<file path="src/rtl/clk_sel_pkg.sv">
// Shared types, constants and helpers for the clock-select divider.
// Contents: FSM state enum, minimum usable divisor, divisor normalisation.
package clk_sel_pkg;

    typedef enum logic [1:0] {
        ST_RUN,
        ST_PEND,
        ST_OFF
    } state_e;

    localparam int unsigned DIV_MIN = 2;

    // A divisor of 1 cannot produce a high and a low phase, so it runs as 2.
    function automatic logic [31:0] eff_div(input logic [31:0] d);
        return (d == 32'd1) ? 32'(DIV_MIN) : d;
    endfunction

endpackage

</file>
<file path="src/rtl/clk_sel_divider_if.sv">
// Bus between the clock-select divider and its user.
// master: drives div_i (packed channel divisors) and sel (requested channel);
//         observes s_clk, s_stb, cur_sel, busy, sel_err.
// slave:  the divider itself.
interface clk_sel_divider_if #(
    parameter int unsigned NUM_CH = 4,
    parameter int unsigned DIV_W  = 8,
    parameter int unsigned SEL_W  = $clog2(NUM_CH)
);
    logic [NUM_CH*DIV_W-1:0] div_i;
    logic [SEL_W-1:0]        sel;
    logic                    s_clk;
    logic                    s_stb;
    logic [SEL_W-1:0]        cur_sel;
    logic                    busy;
    logic                    sel_err;

    modport master (
        output div_i, sel,
        input  s_clk, s_stb, cur_sel, busy, sel_err
    );

    modport slave (
        input  div_i, sel,
        output s_clk, s_stb, cur_sel, busy, sel_err
    );
endinterface

</file>
<file path="src/rtl/clk_div_core.sv">
// Period counter and registered divided-clock / strobe generator.
// Ports: clk, rst (sync, active high); run counts, load restarts a period
// with ld_div; ld_div is also relatched at every natural wrap and at reset.
// last_c flags the final cycle of the current period; s_clk/s_stb registered.
module clk_div_core
    import clk_sel_pkg::*;
#(
    parameter int unsigned DIV_W = 8
) (
    input  logic             clk,
    input  logic             rst,
    input  logic             run,
    input  logic             load,
    input  logic [DIV_W-1:0] ld_div,
    output logic             last_c,
    output logic             s_clk,
    output logic             s_stb
);
    logic [DIV_W-1:0] cnt;
    logic [DIV_W-1:0] d_act;
    logic [DIV_W-1:0] d_new_c;
    logic [DIV_W-1:0] hi_len_c;

    assign d_new_c  = DIV_W'(eff_div(32'(ld_div)));
    // High phase takes the extra cycle for odd divisors.
    assign hi_len_c = d_act - (d_act >> 1);
    assign last_c   = (cnt == d_act - DIV_W'(1));

    // Counter, divisor latch and output registers.
    always_ff @(posedge clk) begin
        if (rst) begin
            cnt   <= '0;
            d_act <= d_new_c;
            s_clk <= 1'b0;
            s_stb <= 1'b0;
        end else begin
            s_clk <= run && (cnt < hi_len_c);
            s_stb <= run && (cnt == '0);
            if (load || (run && last_c)) begin
                cnt   <= '0;
                d_act <= d_new_c;
            end else if (run) begin
                cnt <= cnt + DIV_W'(1);
            end else begin
                cnt <= '0;
            end
        end
    end
endmodule

</file>
<file path="src/rtl/clk_sel_divider.sv">
// Glitch-free selection among NUM_CH programmable divide channels.
// Ports: clk, rst (sync, active high); bus (slave): div_i, sel in;
// s_clk, s_stb, cur_sel, busy, sel_err out, all registered.
// A switch waits for the end of the running period; from OFF it is immediate.
module clk_sel_divider
    import clk_sel_pkg::*;
#(
    parameter int unsigned NUM_CH = 4,
    parameter int unsigned DIV_W  = 8,
    parameter int unsigned SEL_W  = $clog2(NUM_CH)
) (
    input  logic               clk,
    input  logic               rst,
    clk_sel_divider_if.slave   bus
);
    state_e           state;
    logic [SEL_W-1:0] req;
    logic [DIV_W-1:0] div_cur_c;
    logic [DIV_W-1:0] div_sel_c;
    logic [DIV_W-1:0] div_req_c;
    logic [DIV_W-1:0] div0_c;
    logic [DIV_W-1:0] ld_div_c;
    logic             sel_ok_c;
    logic             sel_new_c;
    logic             run_c;
    logic             load_c;
    logic             last_c;

    // Mux one channel divisor; indices beyond NUM_CH read as zero.
    function automatic logic [DIV_W-1:0] pick_div(
        input logic [NUM_CH*DIV_W-1:0] v,
        input logic [SEL_W-1:0]        idx
    );
        logic [DIV_W-1:0] d;
        d = '0;
        for (int unsigned k = 0; k < NUM_CH; k++) begin
            if (32'(idx) == k) d = v[k*DIV_W +: DIV_W];
        end
        return d;
    endfunction

    assign div_cur_c = pick_div(bus.div_i, bus.cur_sel);
    assign div_sel_c = pick_div(bus.div_i, bus.sel);
    assign div_req_c = pick_div(bus.div_i, req);
    assign div0_c    = bus.div_i[DIV_W-1:0];
    assign sel_ok_c  = (32'(bus.sel) < NUM_CH);
    assign sel_new_c = sel_ok_c && (bus.sel != bus.cur_sel);
    assign run_c     = (state != ST_OFF);

    // Counter restart requests and the divisor to load with them.
    always_comb begin
        load_c   = 1'b0;
        ld_div_c = div_cur_c;
        if (rst) begin
            ld_div_c = div0_c;
        end else begin
            case (state)
                ST_PEND: begin
                    if (last_c) begin
                        load_c   = 1'b1;
                        ld_div_c = div_req_c;
                    end
                end
                ST_OFF: begin
                    if (sel_new_c) begin
                        load_c   = 1'b1;
                        ld_div_c = div_sel_c;
                    end else if (div_cur_c != '0) begin
                        load_c = 1'b1;
                    end
                end
                default: ;
            endcase
        end
    end

    // Select FSM with registered status outputs.
    always_ff @(posedge clk) begin
        if (rst) begin
            state       <= (div0_c == '0) ? ST_OFF : ST_RUN;
            req         <= '0;
            bus.cur_sel <= '0;
            bus.busy    <= 1'b0;
            bus.sel_err <= 1'b0;
        end else begin
            bus.sel_err <= (state != ST_PEND) && !sel_ok_c;
            case (state)
                ST_RUN: begin
                    // A zero divisor seen at the wrap shuts the channel off.
                    if (last_c && (div_cur_c == '0)) begin
                        state <= ST_OFF;
                    end else if (sel_new_c) begin
                        req      <= bus.sel;
                        bus.busy <= 1'b1;
                        state    <= ST_PEND;
                    end
                end
                ST_PEND: begin
                    if (last_c) begin
                        bus.cur_sel <= req;
                        bus.busy    <= 1'b0;
                        state       <= (div_req_c == '0) ? ST_OFF : ST_RUN;
                    end
                end
                ST_OFF: begin
                    if (sel_new_c) begin
                        bus.cur_sel <= bus.sel;
                        state       <= (div_sel_c == '0) ? ST_OFF : ST_RUN;
                    end else if (div_cur_c != '0) begin
                        state <= ST_RUN;
                    end
                end
                default: state <= ST_RUN;
            endcase
        end
    end

    clk_div_core #(
        .DIV_W (DIV_W)
    ) u_core (
        .clk    (clk),
        .rst    (rst),
        .run    (run_c),
        .load   (load_c),
        .ld_div (ld_div_c),
        .last_c (last_c),
        .s_clk  (bus.s_clk),
        .s_stb  (bus.s_stb)
    );
endmodule

</file>
<file path="src/flat_wrapper.sv">
// flat-port wrapper written by rule: the top's interface ports become plain ports
module clk_sel_divider_flat import clk_sel_pkg::*;
#(
    parameter int unsigned NUM_CH = 4,
    parameter int unsigned DIV_W  = 8,
    parameter int unsigned SEL_W  = $clog2(NUM_CH)
)
  (clk, rst, bus_div_i, bus_sel, bus_s_clk, bus_s_stb, bus_cur_sel, bus_busy, bus_sel_err);
  clk_sel_divider_if #(.NUM_CH(NUM_CH), .DIV_W(DIV_W), .SEL_W(SEL_W)) bus_i ();
  input  logic clk;
  input  logic rst;
  input wire logic [$bits(bus_i.div_i)-1:0] bus_div_i;
  input wire logic [$bits(bus_i.sel)-1:0] bus_sel;
  output wire logic [$bits(bus_i.s_clk)-1:0] bus_s_clk;
  output wire logic [$bits(bus_i.s_stb)-1:0] bus_s_stb;
  output wire logic [$bits(bus_i.cur_sel)-1:0] bus_cur_sel;
  output wire logic [$bits(bus_i.busy)-1:0] bus_busy;
  output wire logic [$bits(bus_i.sel_err)-1:0] bus_sel_err;
  assign bus_i.div_i = bus_div_i;
  assign bus_i.sel = bus_sel;
  assign bus_s_clk = bus_i.s_clk;
  assign bus_s_stb = bus_i.s_stb;
  assign bus_cur_sel = bus_i.cur_sel;
  assign bus_busy = bus_i.busy;
  assign bus_sel_err = bus_i.sel_err;
  clk_sel_divider #(.NUM_CH(NUM_CH), .DIV_W(DIV_W), .SEL_W(SEL_W)) u_core (.clk(clk), .rst(rst), .bus(bus_i));
endmodule
</file>
<file path="config.mk">
export PLATFORM = sky130hd
export DESIGN_NAME = clk_sel_divider_flat
export DESIGN_NICKNAME = d
export VERILOG_FILES = /design/src/rtl/clk_sel_pkg.sv /design/src/rtl/clk_sel_divider_if.sv /design/src/rtl/clk_div_core.sv /design/src/rtl/clk_sel_divider.sv /design/src/flat_wrapper.sv
export SDC_FILE = /design/constraint.sdc
export NUM_CORES = 1
export LEC_CHECK = 0
export CORE_MARGIN = 10
export CORE_UTILIZATION = 35
export DETAILED_ROUTE_END_ITERATION = 10
export PLACE_DENSITY_LB_ADDON = 0.08
export SYNTH_ARGS = -nofsm -noshare
export SYNTH_HDL_FRONTEND = slang
export SYNTH_HIERARCHICAL = 1
export SYNTH_SLANG_ARGS = --single-unit
export TNS_END_PERCENT = 10
</file>
<file path="constraint.sdc">
create_clock -name clk -period 7 [get_ports clk]
set_input_delay 1.4 -clock clk [delete_from_list [all_inputs] [get_ports clk]]
set_output_delay 1.4 -clock clk [all_outputs]
set_load 0.01 [all_outputs]
</file>
==> reports/qor.yml, run 1 <==
worst_setup_path:
  crit_chain: "clkdlybuf4s50_1 > xor2_1 > nor2_1 > nand2_1 > a31oi_1 > a221o_1 > nor2_1 > a41o_1"
  slowest_delay_ns: 0.92
  worst_setup_path_end_kind: "flip-flop"
  critPathSlowestCell: "clkdlybuf4s50_1"
  cp.required_ns: 7.03
  start_kind: "input port"
  crit_arrival_ns: 4.30
  critical_path_class: "input port to flip-flop"
  crit_fanout: 11
  reg2reg_setup_slack_ns: 3.15
  crit_top_cell: "nor2_1"
timing:
  fmax_ghz: 0.234
  hold_violations: 0
  tightest_slew_ns: 0.900
  grt_setup_unrepaired: "no"
  drv_slew: 0
  fin_skew_ns: 0.00577
  min_period_ns: 4.28
  max-slew-margin-rel: 0.397
  tns_ns: 0
  fin_crit_sh: 0.611
  setup_violations: 0
die:
  die_h_um: 110
  core_um2: 7850
  io_pins: 42
  start_util: 0.365
  die-area_um2: 12200
  row_count: 32
  die_w_um: 110
pwr:
  p_clk_frac: 0.093
  vdd_drop_max_v: 0.000106
  p_leak_nw: 1.25
  total_power_uw: 935
  seqPwrFrac: 0.277
  pwr-share-comb: 0.631
  net-switching-power_uw: 413
  switching_share: 0.442
  p_per_area_nw_per_um2: 279
  p_int_uw: 522
final_layout:
  n_antenna_cell: 0
  stdcell_area_um2: 3350
  syn2layout_area_growth_pct: 16.9
  layout_common_cells: "clkdlybuf4s50_1, ha_1, nor2_1"
  fin_nets: 371
  drive_gt1_frac: 0.108
  layout.cells.most_common: "clkdlybuf4s50_1"
synth:
  avgSynthCellArea_um2: 10.2
  ys_seq_area_frac: 0.210
  synthFlopType: "dfxtp_1"
  netlist_top_cells_area: "mux4_2, ha_1, dfxtp_1, edfxtp_1, mux4_1"
  synth_top_cell_area_share: 0.126
  synth.cell_area_um2: 2860
  yosysTopAreaCell: "mux4_2"
  netlist_instances: 281
  async_reset_ff_frac: 0
  synth_fp_nets: 346
  ys_ff_latch: 25
  synth_edf_count: 10
  synthDistinctLibCells: 61
  ys.warnings.count: 6
clock_network:
  cts_resized: 0
  clockBufferDepth: 2
  path_clk_slew_ns: 0.09
  cts_root_buffer: "clkbuf_8"
  clock_latency_ns: 0.27
  numClockSinks: 25
  cts_tree: "yes"
  cts_buffers: 3
  cts_hold_buf: 0
  htree_levels: 1
  post_cts_buffers: 0
placed_design:
  post_dp_cell_area_um2: 3300
  port_buffers: 40
  gp_congestion: 0.818
  dp_hpwl_um: 6140
detailed_routing:
  wire_per_inst_um: 18.8
  via_per_inst: 5.76
  ant_nets: 0
  drtIter0Drc: 135
  wl_met2_um: 3640
  num_vias: 2346
  top_layer: "met4"
  drcViolationCount: 0
  met1_length_um: 3480
  wl_met3_um: 408
  wl_um: 7640
  first_pass_iters: 4
global_route:
  grt_pass1_vias: 2485
  grt_max_degree: 24
  antenna_found_initial: 0
  grt_util_all_layers: 0.123
  overflow: 0
  grt_pass1_wl_um: 12800
run_status:
  outcome: "finished, final reports clean"
min_path:
  hp-class: "flip-flop to flip-flop"
run:
  cap_violations: 0
==> power groups by stage <==
stage | clock network, mW | logic (mW) | registers (mW)
after floorplan | 0 | 0.465 | 0.229
after global placement | 0 | 0.584 | 0.262
after detailed placement | 0 | 0.589 | 0.264
after CTS | 0.0903 | 0.592 | 0.260
after global routing | 0.0961 | 0.652 | 0.268
final | 0.0865 | 0.590 | 0.259
==> worst max-delay path, delay by kind of cell <==
family / cells / cell delay, ns
AO/OA/AOI/OAI: 3 / 1.34
XOR/XNOR: 1 / 0.18
buffers and inverters: 1 / 0.92
AND/OR/NAND/NOR: 3 / 0.45
==> area by class of cell <==
class	count	area, um^2
Multi-Input combinational cell	218	2110
Inverter	18	67.6
Tap cell	102	128
Fill cell	787	4500
Timing Repair Buffer	40	400
Sequential cell	25	601
Clock buffer	4	45.0
==> Yosys cell counts (all sizes together) (4+ instances only) <==
cell,number
a21o,4
a21oi,9
a221o,8
a32oi,8
buf,5
clkbuf,15
dfxtp,15
edfxtp,10
ha,28
inv,18
mux2i,4
mux4,24
nand2,9
nand2b,5
nand3,7
nor2,24
nor3,10
nor4,7
o21ai,4
xnor2,13
xor2,12
==> layer usage <==
metal  vias to the layer above  track usage
met5                         -            0
met4                         0       0.0320
met3                         8       0.0281
met2                        65        0.210
met1                      1146        0.150
li1                       1127            -
==> state kept, by name (all words and copies together) (netlist names) <==
register	count
u_core/bus.busy	1
u_core/bus.cur_sel	2
u_core/req	2
u_core/state	2
u_core/u_core/cnt	8
u_core/u_core/d_act	8
u_core/u_core/s_clk	1
u_core/u_core/s_stb	1
==> worst paths after layout <==
kind / endpoint / depth (start not counted) / start
worst max-delay path: u_core/u_core/d_act[1] / 8 / bus_sel[0]
worst min-delay path: u_core/bus.busy / 2 / u_core/bus.busy
worst max register to register: u_core/u_core/d_act[0] / 12 / u_core/u_core/d_act[2]
worst min register to register: u_core/bus.busy / 2 / u_core/bus.busy
==> kinds of logic (layout without fill, tap and decap cells) <==
| kind of cell | count (synthesis) | after routing | share of synthesized area |
|---|---|---|---|
| compound gates | 55 | 55 | 0.152 |
| xor+xnor | 26 | 26 | 0.0843 |
| fa+ha+maj | 29 | 29 | 0.129 |
| buf+inv | 38 | 62 | 0.0546 |
| flops | 25 | 25 | 0.210 |
| mux | 29 | 29 | 0.218 |
| other cells | 1 | 1 | 0.00131 |
| simple gates | 78 | 78 | 0.151 |
==> through the flow <==
step	instances	setup slack [ns]	hold WS, ns	util
final	407	2.72	0.554	0.427
after global routing	407	2.50	0.621	0.427
after CTS	407	2.76	0.550	0.427
after detailed placement	403	2.47	0.539	0.421
after global placement	403	2.40	0.552	0.421
after floorplan	281	3.60	0.502	-
Note: power is estimated with default switching activity, not from simulation.
==> run 2, diff against run 1 <==
Clock period 7 ns to 3.7 ns, I/O delays scaled along.
==> run 2 against run 1 <==
  * Critical path depth up 6
  * Non-clock buffer count up 8
  * Global-route usage down 0.47 points
  * Combinational power up 90%
  * Clock skew up 0.0080 ns
  * Clock power up 92%
  * Die area unchanged
  * Routed wire length down 1.9%
  * Via count down 1.2%
  * Register-to-register slack worse by 2.8 ns
  * Final area up 1.9%
  * Critical endpoint is now u_core/u_core/d_act[0]
  * Largest power group unchanged
  * Highest routed layer unchanged
==> reports/qor.yml, run 2 (synthesized netlist as in run 1, its figures left out) <==
run_status:
  outcome: "finished, final reports clean"
worst_setup_path:
  start_kind: "flip-flop"
  crit_arrival_ns: 3.36
  critPathTopFamily: "compound AO/OA/AOI/OAI gates"
  worst_setup_path_end_kind: "flip-flop"
  cp.required_ns: 3.73
  slowest_delay_ns: 0.44
  crit_chain: "inv_1 > ha_1 > xnor3_1 > and3_1 > o2111ai_2 > nor4_4 > buf_4 > and2_1 > a32oi_1 > nor2_1 > a221o_1 > nor2_1 > nand3_1 > o21a_1"
  path_buf_inv: 2
  critPathSlowestCell: "edfxtp_1"
  critical_path_class: "flip-flop to flip-flop"
  crit_top_cell: "nor2_1"
  crit_fanout: 9
timing:
  fin_crit_sh: 0.901
  worst_hold_slack_ns: 0.526
  hold_violations: 0
  tightest_slew_ns: 0.605
  tns_ns: 0
  fin_skew_ns: 0.0138
  setup_violations: 0
  setup_ws_ns: 0.365
  drv_slew: 0
  grt_setup_unrepaired: "no"
  min_period_ns: 3.34
  fmax_ghz: 0.300
  max-slew-margin-rel: 0.596
clock_network:
  cts_hold_buf: 0
  cts_buffers: 3
  clockBufferDepth: 2
  cts_root_buffer: "clkbuf_8"
  clock_latency_ns: 0.27
  numClockSinks: 25
  cts_tree: "yes"
  htree_levels: 1
  post_cts_buffers: 0
  path_clk_slew_ns: 0.10
  cts_resized: 0
min_path:
  hp-class: "flip-flop to flip-flop"
detailed_routing:
  drcViolationCount: 0
  wl_met2_um: 3730
  met1_length_um: 3380
  wl_met3_um: 362
  wire_per_inst_um: 18.1
  ant_nets: 0
  first_pass_iters: 4
  drtIter0Drc: 112
  via_per_inst: 5.58
  wl_um: 7500
  top_layer: "met4"
  num_vias: 2317
die:
  die-area_um2: 12200
  row_count: 32
  core_um2: 7850
  die_w_um: 110
  die_h_um: 110
  start_util: 0.365
  io_pins: 42
final_layout:
  syn2layout_area_growth_pct: 19.1
  nFillCells: 808
  drive_gt1_frac: 0.134
  layout.cells.most_common: "clkdlybuf4s50_1"
  stdcell_area_um2: 3410
  utilization: 0.435
  fin_nets: 379
  n_antenna_cell: 0
  layout_common_cells: "clkdlybuf4s50_1, ha_1, nor2_1"
  reg_top3: "u_core/u_core/cnt (8), u_core/u_core/d_act (8)"
global_route:
  grt_max_degree: 16
  antenna_found_initial: 0
  grt_util_all_layers: 0.118
  grt_pass1_vias: 2391
  grt_pass1_wl_um: 12400
  overflow: 0
pwr:
  p_leak_nw: 1.30
  p_per_area_nw_per_um2: 520
  vdd_drop_max_v: 0.000180
placed_design:
  pre_cts_slack_ns: 0.194
  port_buffers: 40
  post_dp_cell_area_um2: 3360
  dp_hpwl_um: 6270
  gp_congestion: 0.842
run:
  cap_violations: 0
-- run 2: layout make-up --
| type | instances | area (um^2) | area share |
|---|---|---|---|
| well taps | 102 | 128 | 0.0374 |
| inverters | 18 | 67.6 | 0.0198 |
| clock buffers | 3 | 41.3 | 0.0121 |
| repair buffers | 48 | 460 | 0.135 |
| multi-input cells | 218 | 2110 | 0.618 |
| clock inverters | 1 | 6.26 | 0.00183 |
| flip-flops and latches | 25 | 601 | 0.176 |
-- run 2: path summary, 6_finish.rpt --
path                          start                endpoint  slack [ns]  cells past startpoint
min reg2reg         u_core/bus.busy         u_core/bus.busy        0.53                      2
min                 u_core/bus.busy         u_core/bus.busy        0.53                      2
max reg2reg  u_core/u_core/d_act[2]  u_core/u_core/d_act[0]        0.36                     14
max          u_core/u_core/d_act[2]  u_core/u_core/d_act[0]        0.36                     14
-- run 2: tightest hold or removal path: cells and delay by family, from the launching register on --
| family | cells | cell delay, ns |
|---|---|---|
| flops | 1 | 0.33 |
| compound gates | 2 | 0.16 |
-- run 2: per-layer routing --
layer	up-vias	global-route usage
li1	1141	-
met1	1113	0.146
met2	61	0.205
met3	2	0.0238
met4	0	0.0250
met5	-	0
-- run 2: where the power goes --
group	switching (mW)	internal, mW	leakage [nW]
logic	0.571	0.552	1.05
clock network	0.0895	0.0769	0.0260
registers	0.112	0.371	0.225
-- run 2: metrics by stage --
stage	cells	power [mW]
floorplan	281	1.31
global placement	411	1.61
detailed placement	411	1.61
CTS	415	1.79
global route	415	1.93
finish	415	1.77
==> run 3, diff against run 2 <==
Settings changed: SKIP_LAST_GASP from default to 1, SYNTH_HIERARCHICAL 1 to default.
Clock period 3.7 ns to 3.66 ns, I/O delays scaled along.
==> run 3 against run 2 <==
  * Final area rose by 0.59%
  * Die area fell by 0.65%
  * Critical endpoint is now u_core.u_core.d_act[0]
  * Final cell count rose by 5.1%
  * Register-to-register slack improved by 0.11 ns
  * Clock-buffer cell count did not move
  * Sequential power fell by 8.7%
  * Largest cell class unchanged
  * Via count rose by 2.3%
==> reports/qor.yml, run 3 <==
final_layout:
  stdcell_area_um2: 3430
  multiInputGateArea_um2: 2050
  syn2layout_area_growth_pct: 20.7
  layout.cells.most_common: "clkdlybuf4s50_1"
  seq_area_um2: 601
  nFillCells: 785
  utilization: 0.439
  n_antenna_cell: 0
  drive_gt1_frac: 0.138
  fin_cells: 436
  fin_nets: 400
  reg_top3: "u_core.u_core.cnt (8), u_core.u_core.d_act (8)"
  layout_common_cells: "clkdlybuf4s50_1, inv_1, ha_1"
timing:
  min_period_ns: 3.20
  tns_ns: 0
  fin_crit_sh: 0.875
  fin_skew_ns: 0.00588
  max-slew-margin-rel: 0.640
  tightest_slew_ns: 0.533
  hold_violations: 0
  setup_violations: 0
  drv_slew: 0
  fmax_ghz: 0.312
  grt_setup_unrepaired: "no"
worst_setup_path:
  worst_setup_path_end_kind: "flip-flop"
  r2r_cells: 10
  reg2reg_from: "u_core.u_core.d_act[1]"
  crit_chain: "clkdlybuf4s50_1 > buf_4 > mux4_2 > a221o_1 > o32ai_1 > nand3_1 > o31a_1"
  slowest_delay_ns: 0.57
  crit_arrival_ns: 3.24
  worstReg2RegEnd: "u_core.u_core.d_act[0]"
  start_kind: "input port"
  critical_path_class: "input port to flip-flop"
  critPathTopFamily: "compound AO/OA/AOI/OAI gates"
  cp.required_ns: 3.70
  critPathSlowestCell: "clkdlybuf4s50_1"
  reg2reg_setup_slack_ns: 0.47
  crit_fanout: 6
  path_buf_inv: 2
synth:
  synthDistinctLibCells: 56
  netlist_top_cells_area: "mux4_2, ha_1, dfxtp_1, edfxtp_1, xnor2_1"
  synth_most_common_cell: "inv_1"
  synth_top_cell_area_share: 0.190
  netlist_instances: 294
  synth_common_cells: "inv_1, ha_1, mux4_2"
  yosysTopAreaCell: "mux4_2"
  ys_seq_area_frac: 0.211
  ys.warnings.count: 0
  ys_ff_latch: 25
  synth_fp_nets: 359
  avgSynthCellArea_um2: 9.66
  synth_edf_count: 10
  synth.cell_area_um2: 2840
  async_reset_ff_frac: 0
  synthFlopType: "dfxtp_1"
pwr:
  p_leak_nw: 1.39
  p_per_area_nw_per_um2: 484
  vdd_drop_max_v: 0.000236
global_route:
  overflow: 0
  grt_pass1_wl_um: 12000
  grt_util_all_layers: 0.122
  grt_max_degree: 16
  grt_pass1_vias: 2437
  antenna_found_initial: 0
die:
  start_util: 0.364
  row_count: 32
  die-area_um2: 12100
  die_h_um: 110
  core_um2: 7810
  io_pins: 42
  die_w_um: 110
detailed_routing:
  ant_nets: 0
  via_per_inst: 5.44
  first_pass_iters: 4
  num_vias: 2371
  wl_um: 7300
  drtIter0Drc: 70
  wire_per_inst_um: 16.7
  drcViolationCount: 0
min_path:
  min_to: "u_core.u_core.cnt[0]"
  min_from: "u_core.u_core.cnt[0]"
  whs_path_depth: 1
  hp-class: "flip-flop to flip-flop"
placed_design:
  port_buffers: 40
  place_inst: 432
  dp_hpwl_um: 6140
  post_dp_cell_area_um2: 3380
  gp_congestion: 0.885
clock_network:
  htree_levels: 1
  numClockSinks: 25
  post_cts_buffers: 0
  path_clk_slew_ns: 0.10
  cts_resized: 0
  cts_tree: "yes"
  clock_latency_ns: 0.27
  cts_buffers: 3
  cts_hold_buf: 0
  cts_root_buffer: "clkbuf_8"
  clockBufferDepth: 2
run:
  cap_violations: 0
run_status:
  outcome: "finished, final reports clean"
## run 3: per-layer routing
metal	up-vias	routed length, um	track usage
met5	-	0	0
met4	0	133	0.0330
met2	64	3540	0.207
met3	8	489	0.0383
li1	1174	-	-
met1	1125	3130	0.146
## run 3: how the worst max path moves through the flow
stage                      startpoint                endpoint  depth (start not counted)
2_1_floorplan  u_core.u_core.d_act[1]  u_core.u_core.d_act[0]                          9
3_3_place_gp               bus_sel[0]  u_core.u_core.d_act[1]                          8
3_5_place_dp               bus_sel[0]  u_core.u_core.d_act[0]                          8
4_1_cts        u_core.u_core.d_act[0]     u_core.u_core.s_clk                         13
5_1_grt        u_core.u_core.d_act[2]  u_core.u_core.d_act[1]                         11
6_report                   bus_sel[0]  u_core.u_core.d_act[0]                          7
## run 3: logic make-up (layout without fill, tap and decap cells)
| group | Yosys count | after routing | synth area share |
|---|---|---|---|
| buffers and inverters | 46 | 86 | 0.0669 |
| AO/OA/AOI/OAI | 56 | 56 | 0.143 |
| XOR/XNOR | 27 | 27 | 0.0881 |
| flip-flops | 25 | 25 | 0.211 |
| AND/OR/NAND/NOR | 78 | 78 | 0.140 |
| multiplexers | 32 | 32 | 0.220 |
| adder cells (fa/ha/maj) | 29 | 29 | 0.130 |
| other | 1 | 1 | 0.00132 |
## run 3: where the power goes
group	leakage (nW)	internal [mW]	switching, mW
Sequential	0.223	0.364	0.0769
Clock	0.0217	0.0772	0.0950
Combinational	1.15	0.510	0.538
## run 3: area by class of cell
type	instances	area share
Multi-Input combinational cell	223	0.598
Sequential cell	25	0.175
Timing Repair Buffer	52	0.143
Tap cell	102	0.0372
Inverter	30	0.0328
Clock buffer	3	0.0120
Clock inverter	1	0.00219
## run 3: per-stage QoR
stage	setup WS [ns]	hold WS (ns)	power, mW
3_5_place_dp	0.158	0.504	1.50
4_1_cts	0.423	0.532	1.68
3_3_place_gp	0.152	0.498	1.50
2_1_floorplan	0.747	0.459	1.20
6_report	0.459	0.524	1.66
5_1_grt	0.223	0.580	1.81
